[src/rtl/pattern_serializer_pkg.sv]
// Shared definitions for the pattern serializer: FSM encoding, default pattern, frame length.
// PATTERN_SERIALIZER_PARITY_EN appends an even-parity bit to every frame.
package pattern_serializer_pkg;

  typedef enum logic [1:0] {
    ST_IDLE  = 2'd0,
    ST_SHIFT = 2'd1,
    ST_GAP   = 2'd2,
    ST_DONE  = 2'd3
  } state_e;

  // Same pattern the sequence detector bench searches for.
  localparam logic [4:0] DEF_PATTERN = 5'b01101;

  function automatic int frame_len(input int width);
`ifdef PATTERN_SERIALIZER_PARITY_EN
    return width + 1;
`else
    return width;
`endif
  endfunction

endpackage

[src/rtl/pattern_serializer_shreg.sv]
// Loadable left-shift register with a bit counter; msb_o is the serial bit and
// last_bit_o flags the final bit of the frame.
module pattern_shreg #(
  parameter int LEN = 5
) (
  input  logic           clk,
  input  logic           rst_n,
  input  logic           load_i,
  input  logic           shift_i,
  input  logic [LEN-1:0] load_val_i,
  output logic           msb_o,
  output logic           last_bit_o
);

  localparam int CNT_W = $clog2(LEN);

  logic [LEN-1:0]   sh_q, sh_d;
  logic [CNT_W-1:0] cnt_q, cnt_d;

  assign last_bit_o = (cnt_q == CNT_W'(LEN - 1));
  assign msb_o      = sh_q[LEN-1];

  // NOTE: every variable gets a default before the if-chain, so no path
  // leaves it unassigned and no latch is inferred.
  always_comb begin
    sh_d  = sh_q;
    cnt_d = cnt_q;
    if (load_i) begin
      sh_d  = load_val_i;
      cnt_d = '0;
    end else if (shift_i) begin
      sh_d  = {sh_q[LEN-2:0], 1'b0};
      cnt_d = last_bit_o ? '0 : cnt_q + 1'b1;
    end
  end

  // NOTE: non-blocking assignments in clocked blocks so all registers update
  // together from pre-edge values, independent of statement order.
  always_ff @(posedge clk or negedge rst_n) begin
    if (!rst_n) begin
      sh_q  <= '0;
      cnt_q <= '0;
    end else begin
      sh_q  <= sh_d;
      cnt_q <= cnt_d;
    end
  end

endmodule

[src/rtl/pattern_serializer.sv]
// Serial pattern transmitter: sends a WIDTH-bit pattern MSB first, reps times,
// with GAP idle cycles between repetitions. Optional macro: PATTERN_SERIALIZER_PARITY_EN.
module pattern_serializer
  import pattern_serializer_pkg::*;
#(
  parameter int               WIDTH   = 5,
  parameter int               REP_W   = 4,
  parameter int               GAP     = 0,
  parameter logic [WIDTH-1:0] DEF_PAT = WIDTH'(DEF_PATTERN)
) (
  input  logic             clk,
  input  logic             rst,
  input  logic             start,
  input  logic             use_def,
  input  logic [WIDTH-1:0] pat_in,
  input  logic [REP_W-1:0] reps,
  output logic             o,
  output logic             valid,
  output logic             busy,
  output logic             done
);

  localparam int               FRAME    = frame_len(WIDTH);
  localparam int               GAP_W    = (GAP > 1) ? $clog2(GAP) : 1;
  localparam logic [GAP_W-1:0] GAP_LAST = GAP_W'((GAP > 0) ? GAP - 1 : 0);

  function automatic logic [FRAME-1:0] build_frame(input logic [WIDTH-1:0] p);
`ifdef PATTERN_SERIALIZER_PARITY_EN
    return {p, ^p};
`else
    return p;
`endif
  endfunction

  state_e           state_q, state_d;
  logic [WIDTH-1:0] pat_q, pat_d;
  logic [REP_W-1:0] rep_q, rep_d;
  logic [GAP_W-1:0] gap_q, gap_d;

  logic             sr_load, sr_shift, sr_msb, sr_last;
  logic [FRAME-1:0] sr_load_val;
  logic [WIDTH-1:0] sel_pat;

  assign sel_pat = use_def ? DEF_PAT : pat_in;

  pattern_shreg #(
    .LEN (FRAME)
  ) u_shreg (
    .clk        (clk),
    .rst_n      (rst),
    .load_i     (sr_load),
    .shift_i    (sr_shift),
    .load_val_i (sr_load_val),
    .msb_o      (sr_msb),
    .last_bit_o (sr_last)
  );

  always_comb begin
    state_d     = state_q;
    pat_d       = pat_q;
    rep_d       = rep_q;
    gap_d       = gap_q;
    sr_load     = 1'b0;
    sr_shift    = 1'b0;
    sr_load_val = build_frame(pat_q);

    unique case (state_q)
      ST_IDLE: begin
        if (start) begin
          if (reps != '0) begin
            pat_d       = sel_pat;
            rep_d       = reps;
            sr_load     = 1'b1;
            sr_load_val = build_frame(sel_pat);
            state_d     = ST_SHIFT;
          end else begin
            state_d = ST_DONE;
          end
        end
      end

      ST_SHIFT: begin
        sr_shift = 1'b1;
        if (sr_last) begin
          rep_d = rep_q - 1'b1;
          if (rep_q != REP_W'(1)) begin
            if (GAP > 0) begin
              gap_d   = '0;
              state_d = ST_GAP;
            end else begin
              // Back-to-back: reloading here wins over the shift, so no bubble.
              sr_load = 1'b1;
            end
          end else begin
            state_d = ST_DONE;
          end
        end
      end

      ST_GAP: begin
        if (gap_q == GAP_LAST) begin
          sr_load = 1'b1;
          state_d = ST_SHIFT;
        end else begin
          gap_d = gap_q + 1'b1;
        end
      end

      ST_DONE: state_d = ST_IDLE;

      default: state_d = ST_IDLE;
    endcase
  end

  always_ff @(posedge clk or negedge rst) begin
    if (!rst) begin
      state_q <= ST_IDLE;
      pat_q   <= '0;
      rep_q   <= '0;
      gap_q   <= '0;
    end else begin
      state_q <= state_d;
      pat_q   <= pat_d;
      rep_q   <= rep_d;
      gap_q   <= gap_d;
    end
  end

  // Moore outputs: decoded from registered state only.
  assign valid = (state_q == ST_SHIFT);
  assign o     = valid & sr_msb;
  assign busy  = (state_q != ST_IDLE);
  assign done  = (state_q == ST_DONE);

endmodule
[config.mk]
export PLATFORM = sky130hd
export DESIGN_NAME = pattern_serializer
export DESIGN_NICKNAME = d
export VERILOG_FILES = /design/src/rtl/pattern_serializer_pkg.sv /design/src/rtl/pattern_serializer_shreg.sv /design/src/rtl/pattern_serializer.sv
export SDC_FILE = /design/constraint.sdc
export NUM_CORES = 1
export LEC_CHECK = 0
export ABC_AREA = 0
export CORE_MARGIN = 2
export CORE_UTILIZATION = 35
export CTS_CLUSTER_DIAMETER = 30
export DETAILED_ROUTE_END_ITERATION = 6
export SLEW_MARGIN = 0
export SYNTH_ARGS = -nofsm -noshare
export SYNTH_HDL_FRONTEND = slang
export SYNTH_SLANG_ARGS = --single-unit
[constraint.sdc]
create_clock -name clk -period 2.08 [get_ports clk]
set_input_delay 0.52 -clock clk [delete_from_list [all_inputs] [get_ports clk]]
set_output_delay 0.52 -clock clk [all_outputs]
set_load 0.005 [all_outputs]
# Word level (Yosys, flattened, before mapping)
# Cells that the tools add are included.
# op_classes
n_mux,27
n_reduce_logical,7
eq_ne,10
n_addsub,3
bitwise,1
# op_table
operator,count
$mux 5,6
$mux 4,3
$mux 2,5
$mux 3,3
$ne 2x2->1 const B,4
$pmux 2 s4,1
$pmux 4 s2,1
$reduce_and 4->1,2
$mux 1,7
$reduce_bool 2->1,3
$eq 2x2->1 const B,2
$ne 4x1->1 const B,1
$reduce_bool 4->1,1
$sub 4x1->4 const B,1
$add 3x1->3 const B,1
$eq 3x3->1 const B,1
$pmux 1 s3,1
$eq 2x1->1 const B,1
$logic_not 2->1,1
$ne 2x1->1 const B,1
$add 1x1->1 const B,1
$and 1x1->1,1
# totals
input_bits,13
wordCells,54
output_inout_bits,4
register_bits,20

# Logic depth before layout (Yosys ltp)
# Gate-level depths: netlist of the first run.
# depth
word_depth,5
ltp_mapped,6
ltp_nobuf,6

# Cells and area by module
# From an unflattened synthesis of the first run, not the netlist that was laid out.
# hier_totals
cells_unflattened,110
area_unflattened_um2,1094.8
# modules_own_cells
module,cells_each,n_inst,area_each_um2,seq_area_each_um2
pattern_serializer,71,1,679.4,275.3
pattern_shreg,39,1,415.4,200.2

# Worst setup path after synthesis of the first run
# Ideal clock, no wire load.
# synth_path
path_type,input to register
start,input reps[3]
end,register u_shreg.sh_q[1]
setup_time_ps,126
cell_stages,4
arrival_ps,1851
path_buffers,0
setup_slack_ps,103
required_time_ps,1954
path_cell_list,or4_4 > nand3b_4 > mux2_2 > a221o_1
# synth_via
elab_chain_cells,5
elab_cells_between_ends,9
classes_between,mux: 7; reduce/logical: 2
# synth_rtl
element,line,source
"start, declared",pattern_serializer.sv:16,"input logic [REP_W-1:0] reps,"
$reduce_bool 4->1 *,pattern_serializer.sv:70,if (reps != '0) begin
$mux 1 / $mux 5 (equally long branches),pattern_serializer.sv:70,
$mux 1 / $mux 5 (equally long branches),pattern_serializer.sv:69,if (start) begin
$pmux 1 s3 / $mux 5 (equally long branches),pattern_serializer.sv:67,unique case (state_q)
$mux 5 / $reduce_bool 2->1 (equally long branches),n/a,
"end signal, assigned",pattern_serializer_shreg.sv:41,sh_q <= '0;
"end signal, assigned",pattern_serializer_shreg.sv:44,sh_q <= sh_d;
"end, declared",pattern_serializer_shreg.sv:17,"logic [LEN-1:0] sh_q, sh_d;"
# Mark *: on every way between the ends. The rest lies on a longest branch, timed or not.
# A chain may end at the register's enable or synchronous reset.

# Worst setup path in the final report of the first run
# layout_path
start,input reps[2]
end,register u_shreg.sh_q[1]
# The elaborated chain is that of the path after synthesis.

==> impl_metrics.yaml, run 1 <==
detailed_routing:
  final_antenna_net_count: 0
  wl_um: 2540
  wl_per_cell_um: 13.37
  vias: 947
  drc: 0
  first_pass_iters: 4
  drtIter0Drc: 30
  avgViaCountPerCell: 4.984
cells_and_area:
  seqCellArea_sq_um: 476.7
  n_fill_cell: 293
  multiInputGateArea_sq_um: 608.1
  area_growth_pct: 36.28
  nets: 164
  final_cell_mix: "18 x dfrtp_1, 14 x clkdlybuf4s50_1, 14 x buf_4, 12 x nor2_1, 11 x inv_1"
  finalNonFillerCells: 190
  final_util_pct: 49.67
  antenna_cells: 0
  layout_commonest_cell: "dfrtp_1"
  drive_above_1_share_pct: 26.03
  stdcell_area_sq_mm: 0.001504
power:
  pwr-share-clk_pct: 9.9
  internal_power_mw: 1.151
  switching_share_pct: 38.49
  seqPwrFrac_pct: 34.3
  p_sw_mw: 0.7203
  power_density_mw_per_mm2: 1244
  p_comb_share_pct: 55.9
  p_leak_nw: 0.6887
  ir_worst_vdd_v: 0.0006065
logic_synthesis:
  synth.net_count: 131
  synth-seq-area-share_pct: 43.08
  synthCells: 114
  netlist_area_sq_mm: 0.001104
  ys_ff_latch: 19
  syn_area_per_cell_sq_um: 9.680
  yosysWarnings: 0
  synth_cell_types: 36
placement:
  place_area_sq_mm: 0.001408
  place_ws_ns: -0.3319
  gp_congestion: 0.8984
  place_inst: 184
  dpl.hpwl_um: 1990
  port_buffers: 16
worst_setup_path:
  worstPathRequired_ns: 2.27
  path_class: "input port to register"
  end_kind: "register"
  crit_arrival_ns: 2.25
  critPathLaunchType: "input port"
  critPathMaxFanout: 4
clock_tree:
  cts.sinks: 19
  cts.htree.levels: 1
  cts_tree: "done"
  root_buffer: "clkbuf_4"
  cts.clk_slew.worst_paths_ns: 0.10
  clockBufferDepth: 2
  cts_buffers: 3
  clock_latency_ns: 0.30
floorplan:
  die_h_um: 60.15
  dieWidth_um: 60.15
  initial_core_util_pct: 36.45
  pin_count: 17
  die_area_sq_mm: 0.003618
  core.rowCount: 20
  coreArea_sq_mm: 0.003028
sta:
  finalSetupViolations: 0
  tightest_slew_ns: 0.7698
  max_freq_mhz: 485.7
  finalClockSkew_ns: 0.004590
  finalWorstSetupSlack_ns: 0.02125
  finalHoldViolCount: 0
  post-route-min-period_ns: 2.059
  post-route-period-util_pct: 98.98
  slew_headroom_pct: 48.57
  slew_violations: 0
outcome:
  outcome: "finished clean"
worst_hold_path:
  min_path_type: "register to register"
global_routing:
  grt_pass1_wl_um: 4284
  grt_pass1_vias: 915
  grt_antenna_before_repair: 0
  gr-total-overflow: 0
  grt_max_degree: 20
  grt_use_total_pct: 15.75
flow_run:
  maxCapViolations: 0
cells in the mapped netlist:
master	number	share of area (%)
nand3_1	4	1.8
mux2_2	4	4.1
or4_4	1	1.0
inv_2	1	0.34
a21bo_2	1	0.91
a21oi_1	10	4.5
nor3b_1	2	1.4
nor2_1	12	4.1
a221o_1	2	1.8
o311a_1	1	0.91
nand4_1	1	0.57
clkbuf_1	3	1.0
mux2i_1	3	2.7
o21ai_0	2	0.91
and2b_1	1	0.68
nand2_1	6	2.0
nor2b_1	4	2.3
inv_1	11	3.7
dfrtp_1	19	43
o311ai_4	1	2.4
nand2b_1	2	1.1
a31o_2	1	0.79
a22o_1	1	0.79
and2_1	1	0.57
o31ai_1	2	1.4
a32o_1	2	1.8
buf_2	1	0.45
a211oi_1	1	0.68
or2_2	2	1.1
o221ai_1	1	0.79
a41oi_1	1	0.79
o21ba_2	1	0.91
ha_1	4	4.5
nand3b_4	1	1.8
a32oi_1	1	0.79
nor3_1	3	1.4
area by class of cell:
| type | count | area share (%) |
|---|---|---|
| clock buffers | 4 | 1.747 |
| inverters | 12 | 2.995 |
| multi-input cells | 79 | 40.43 |
| flip-flops and latches | 19 | 31.70 |
| well taps | 44 | 3.661 |
| repair buffers | 32 | 19.47 |
flip-flops by register name, summed over array words and instances, names as in the netlist:
signal / cells
u_shreg.cnt_q: 3
u_shreg.sh_q: 5
rep_q: 4
state_q: 2
pat_q: 5
stage by stage:
stage	power [mW]	setup TNS [ns]	hold WS, ns
after global routing	2.024	-0.004650	0.5270
after floorplan	1.250	0	0.2244
after global placement	1.573	-2.418	0.4827
after CTS	1.829	0	0.5200
after detailed placement	1.607	-2.727	0.4994
final	1.871	0	0.5192
worst max-delay path, stage by stage:
cell and delay (ns):
clkdlybuf4s50_1 0.43, or4_4 0.54, nand3b_4 0.14, mux2_4 0.32, a221o_1 0.30
power by group through the flow:
stage                     Sequential [mW]  Clock [mW]  Combinational (mW)
after floorplan                     0.602           0               0.648
after global placement              0.637           0               0.936
after detailed placement            0.644           0               0.963
after CTS                           0.638       0.191               0.999
after global routing                0.657       0.208                1.16
final                               0.641       0.184                1.05
final timing paths:
path                                from              end  slack (ns)  cells past startpoint
worst max-delay path             reps[2]  u_shreg.sh_q[1]        0.02                      5
max in group asynchronous            rst       state_q[0]        1.32                      2
min in group asynchronous            rst         pat_q[4]        0.54                      2
worst max register to register  rep_q[1]  u_shreg.sh_q[1]        0.18                      5
worst min register to register  pat_q[4]         pat_q[4]        0.52                      1
worst min-delay path            pat_q[4]         pat_q[4]        0.52                      1
per-layer routing:
layer	part of all wire (%)	global-route usage [%]	vias up
li1	-	-	468
met1	47	20.37	464
met2	50	26.24	13
met3	2.8	3.896	2
met4	0.47	3.810	0
met5	0	0	-
cells by family (layout without fill, tap and decap cells):
| family | Yosys count | in the layout | share of synthesized area [%] |
|---|---|---|---|
| AOI/OAI and AO/OA | 28 | 28 | 20.18 |
| muxes | 7 | 7 | 6.803 |
| and+or+nand+nor | 40 | 40 | 19.84 |
| buffers and inverters | 16 | 48 | 5.555 |
| adders and majority gates | 4 | 4 | 4.535 |
| DFF | 19 | 19 | 43.08 |
what timing repair did:
| item | CTS | global route |
|---|---|---|
| endpoints found under the setup margin | 5 | 5 |
| buffers inserted | 1 | 1 |
| resized for setup | 6 | 8 |
| hold buffers | 0 | 0 |
| pin swaps | 1 | 1 |
Note: power is estimated with default switching activity, not from simulation.
==> run 2, diff against run 1 <==
- CORE_MARGIN: 2 -> not set
==> impl_metrics.yaml, run 2 (synthesis results as in run 1) <==
outcome:
  outcome: "finished clean"
sta:
  finalSetupViolations: 0
  max_freq_mhz: 484.9
  tightest_slew_ns: 0.6318
  slew_headroom_pct: 57.79
  post-route-min-period_ns: 2.062
  finalClockSkew_ns: 0.001198
  finalWorstSetupSlack_ns: 0.01769
  slew_violations: 0
  finalHoldViolCount: 0
  post-route-period-util_pct: 99.15
  rsz0062_at_grt: "false"
worst_setup_path:
  r2r.worst_path.cells: 5
  path_class: "input port to register"
  r2r-end: "u_shreg.sh_q[1]"
  path_cells: "clkdlybuf4s50_1, or4_4, nand3b_4, mux2_2, a221o_1"
  r2r-start: "rep_q[0]"
  critPathMaxStageDelay_ns: 0.57
  crit_arrival_ns: 2.27
  worstPathRequired_ns: 2.28
  end_kind: "register"
  critPathMaxFanout: 4
  critPathLaunchType: "input port"
  slowest_stage: "or4_4"
  r2r_slack_ns: 0.21
floorplan:
  core.rowCount: 20
  pin_count: 17
  initial_core_util_pct: 36.45
  coreArea_sq_mm: 0.003028
  dieWidth_um: 58.15
  die_area_sq_mm: 0.003381
  die_h_um: 58.15
power:
  power_density_mw_per_mm2: 1230
  p_sw_mw: 0.7154
  pwr-share-clk_pct: 10.6
  p_leak_nw: 0.6778
  seqPwrFrac_pct: 34.8
  switching_share_pct: 38.81
  p_total_mw: 1.843
  ir_worst_vdd_v: 0.0004875
  internal_power_mw: 1.128
  p_comb_share_pct: 54.5
clock_tree:
  cts.sinks: 19
  root_buffer: "clkbuf_4"
  clock_latency_ns: 0.30
  cts_hold_buf: 0
  cts_buffers: 3
  clockBufferDepth: 2
  cts.htree.levels: 1
  cts_tree: "done"
  cts.clk_slew.worst_paths_ns: 0.11
worst_hold_path:
  min-delay-start: "pat_q[4]"
  min_delay_worst_endpoint: "pat_q[4]"
  min_delay_path_depth: 1
  min_path_type: "register to register"
placement:
  place_inst: 183
  dpl.hpwl_um: 1969
  port_buffers: 16
  gp_congestion: 0.8347
  place_ws_ns: -0.3192
detailed_routing:
  final_antenna_net_count: 0
  first_pass_iters: 4
  vias: 961
  drtIter0Drc: 41
  wl_per_cell_um: 13.28
  avgViaCountPerCell: 4.979
  wl_um: 2563
  drc: 0
global_routing:
  grt_max_degree: 20
  grt_pass1_wl_um: 4450
  gr-total-overflow: 0
  grt_pass1_vias: 992
  grt_antenna_before_repair: 0
  grt_use_total_pct: 17.82
cells_and_area:
  n_fill_cell: 282
  area_growth_pct: 35.83
  final_cell_mix: "19 x buf_4, 17 x dfrtp_1, 14 x clkdlybuf4s50_1, 12 x nor2_1, 11 x inv_1"
  layout_commonest_cell: "buf_4"
  largestRegisters: "pat_q (5), u_shreg.sh_q (5), rep_q (4)"
  drive_above_1_share_pct: 27.52
  final_util_pct: 49.50
  antenna_cells: 0
  nets: 167
  finalNonFillerCells: 193
flow_run:
  maxCapViolations: 0
-- run 2: cell count changes in the layout (fill, tap and decap cells not counted), moves of 2 or more --
cell	previous run	this run
buf_4	14	19
buf_6	2	0
mux2_2	2	4
mux2_4	2	0
-- run 2: what timing repair did --
item	CTS	global route
pin swaps	0	2
gates resized for setup	7	4
setup buffers	6	0
endpoints found under the setup margin	4	5
-- run 2: through the flow --
stage	instance area, sq um	hold slack [ns]	TNS, ns
floorplan	1104	0.2244	0
global placement	1400	0.4851	-2.535
detailed placement	1400	0.4932	-2.801
CTS	1484	0.5195	0
global route	1499	0.5380	0
finish	1499	0.5148	0
-- run 2: worst max path at each step --
stage | endpoint | cells after the start | slack, ns | from
finish | u_shreg.sh_q[1] | 5 | 0.02 | reps[3]
global route | u_shreg.sh_q[4] | 5 | 0.002 | reps[3]
CTS | o | 3 | 0.005 | state_q[1]
detailed placement | u_shreg.sh_q[2] | 6 | -0.32 | reps[3]
global placement | u_shreg.sh_q[4] | 5 | -0.29 | reps[3]
floorplan | u_shreg.sh_q[1] | 4 | 0.10 | reps[3]
-- run 2: power by group through the flow --
stage / registers [mW] / clock network, mW / logic (mW)
detailed placement: 0.652 / 0 / 0.922
finish: 0.642 / 0.196 / 1.01
global placement: 0.643 / 0 / 0.896
CTS: 0.641 / 0.202 / 0.983
floorplan: 0.602 / 0 / 0.648
global route: 0.661 / 0.219 / 1.12
-- run 2: layout make-up --
class / count / area, sq um / share of cell area (%)
Sequential cell: 19 / 478.0 / 31.89
Multi-Input combinational cell: 79 / 590.6 / 39.40
Clock buffer: 4 / 26.28 / 1.753
Tap cell: 44 / 55.05 / 3.673
Timing Repair Buffer: 35 / 304.0 / 20.28
Inverter: 12 / 45.04 / 3.005
-- run 2: layer usage --
metal	up-vias	share of wire, %	GRT usage [%]
li1	475	-	-
met1	463	48	22.95
met2	17	47	28.24
met3	6	2.7	2.679
met4	0	2.5	10.54
met5	-	0	0
-- run 2: critical path, delay by kind of cell --
kind / cells / cell delay (ns)
compound gates: 1 / 0.29
buf+inv: 1 / 0.42
mux: 1 / 0.35
simple gates: 2 / 0.69
==> run 3, diff against run 2 <==
- CORE_UTILIZATION: 35 -> 50
- PLACE_DENSITY: not set -> 0.75
==> impl_metrics.yaml, run 3 (synthesis results as in run 1) <==
sta:
  post-route-period-util_pct: 99.41
  finalClockSkew_ns: 0.005399
  finalHoldViolCount: 0
  slew_violations: 0
  slew_headroom_pct: 58.62
  finalSetupViolations: 0
  tns_ns: 0
  post-route-min-period_ns: 2.068
  tightest_slew_ns: 0.6194
  max_freq_mhz: 483.6
global_routing:
  busiest_layer: "met2"
  grt_util_met3_pct: 3.115
  grt_max_degree: 20
  grt_pass1_vias: 926
  use_met1_pct: 31.54
  use_met2_pct: 38.43
  grt_antenna_before_repair: 0
  grt_pass1_wl_um: 4243
  grt_use_total_pct: 23.13
  gr-total-overflow: 0
detailed_routing:
  wl_um: 2574
  drtIter0Drc: 28
  final_antenna_net_count: 0
  drc: 0
  first_pass_iters: 4
  avgViaCountPerCell: 5.592
  wl_per_cell_um: 15.23
  vias: 945
cells_and_area:
  drive_above_1_share_pct: 22.54
  largestRegisters: "pat_q (5), u_shreg.sh_q (5), rep_q (4)"
  multiInputGateArea_sq_um: 591.8
  final_cell_mix: "19 x dfrtp_1, 15 x clkdlybuf4s50_1, 12 x nor2_1, 11 x inv_1"
  nets: 160
  area_growth_pct: 29.48
  seqCellArea_sq_um: 475.5
  antenna_cells: 0
  layout_commonest_cell: "dfrtp_1"
  finalNonFillerCells: 169
  n_fill_cell: 159
worst_setup_path:
  end_kind: "register"
  critPathMaxFanout: 4
  path_class: "input port to register"
  worstPathRequired_ns: 2.27
  crit_arrival_ns: 2.26
  critPathLaunchType: "input port"
clock_tree:
  postCtsSetupBuffers: 0
  clock_latency_ns: 0.29
  root_buffer: "clkbuf_4"
  cts_buffers: 3
  cts.sinks: 19
  clockBufferDepth: 2
  cts.htree.levels: 1
  cts_hold_buf: 0
  cts_tree: "done"
  cts.clk_slew.worst_paths_ns: 0.11
floorplan:
  die_area_sq_mm: 0.002399
  die_h_um: 48.98
  coreArea_sq_mm: 0.002022
  core.rowCount: 16
  initial_core_util_pct: 54.58
  dieWidth_um: 48.98
  pin_count: 17
placement:
  port_buffers: 16
  dpl.hpwl_um: 1952
  gp_congestion: 0.8164
  place_inst: 165
power:
  power_density_mw_per_mm2: 1286
  p_leak_nw: 0.6270
  ir_worst_vdd_v: 0.0007836
outcome:
  outcome: "finished clean"
flow_run:
  maxCapViolations: 0
worst_hold_path:
  min_path_type: "register to register"
## run 3: cell count changes in the layout (fill, tap and decap cells not counted), sizes merged
cell           previous run  this run
dlymetal6s2s              1         0
buf                      19        12
clkdlybuf4s50            14        15
## run 3: routing by layer
layer,wire length [um],share of wire [%]
met5,0,0
met4,21,0.82
met3,87,3.4
met2,1294,50
met1,1171,45
## run 3: layout make-up
type	instances	area share (%)
clock buffers	4	1.839
inverters	12	3.152
multi-input cells	79	41.42
flip-flops and latches	19	33.27
well taps	27	2.364
repair buffers	28	17.95
## run 3: final timing paths
check | startpoint | end | slack (ns) | cells past startpoint
worst min register to register | pat_q[1] | pat_q[1] | 0.52 | 1
min in group asynchronous | rst | pat_q[2] | 0.55 | 2
worst max-delay path | reps[0] | u_shreg.sh_q[4] | 0.01 | 5
worst max register to register | u_shreg.cnt_q[0] | u_shreg.sh_q[1] | 0.22 | 6
max in group asynchronous | rst | rep_q[1] | 1.32 | 2
worst min-delay path | pat_q[1] | pat_q[1] | 0.52 | 1
## run 3: worst max-delay path, cell delays in order
cell             delay (ns)
clkdlybuf4s50_1        0.41
or4_4                  0.56
nand3b_4               0.12
mux2_2                 0.35
a221o_1                0.29
## run 3: report_power, final
group / internal, mW / total (mW) / switching, mW
Clock: 0.0745 / 0.185 / 0.111
Sequential: 0.526 / 0.635 / 0.108
Combinational: 0.506 / 1.02 / 0.511
## run 3: repair_timing
action	in CTS	in global routing
pin swaps	0	1
resized for setup	3	6
endpoints found under the setup margin	4	7
gates cloned	0	0
## run 3: metrics by stage
stage / instance area, sq um / setup WS, ns / power [mW] / util [%] / hold WS, ns
after global routing: 1429 / -0.003518 / 1.977 / 70.67 / 0.5290
after CTS: 1401 / 0.0002119 / 1.772 / 69.31 / 0.5214
after detailed placement: 1371 / -0.3077 / 1.588 / 67.82 / 0.4973
after floorplan: 1104 / 0.1030 / 1.250 / - / 0.2244
final: 1429 / 0.01221 / 1.837 / 70.67 / 0.5194
after global placement: 1371 / -0.2859 / 1.526 / 67.82 / 0.4834
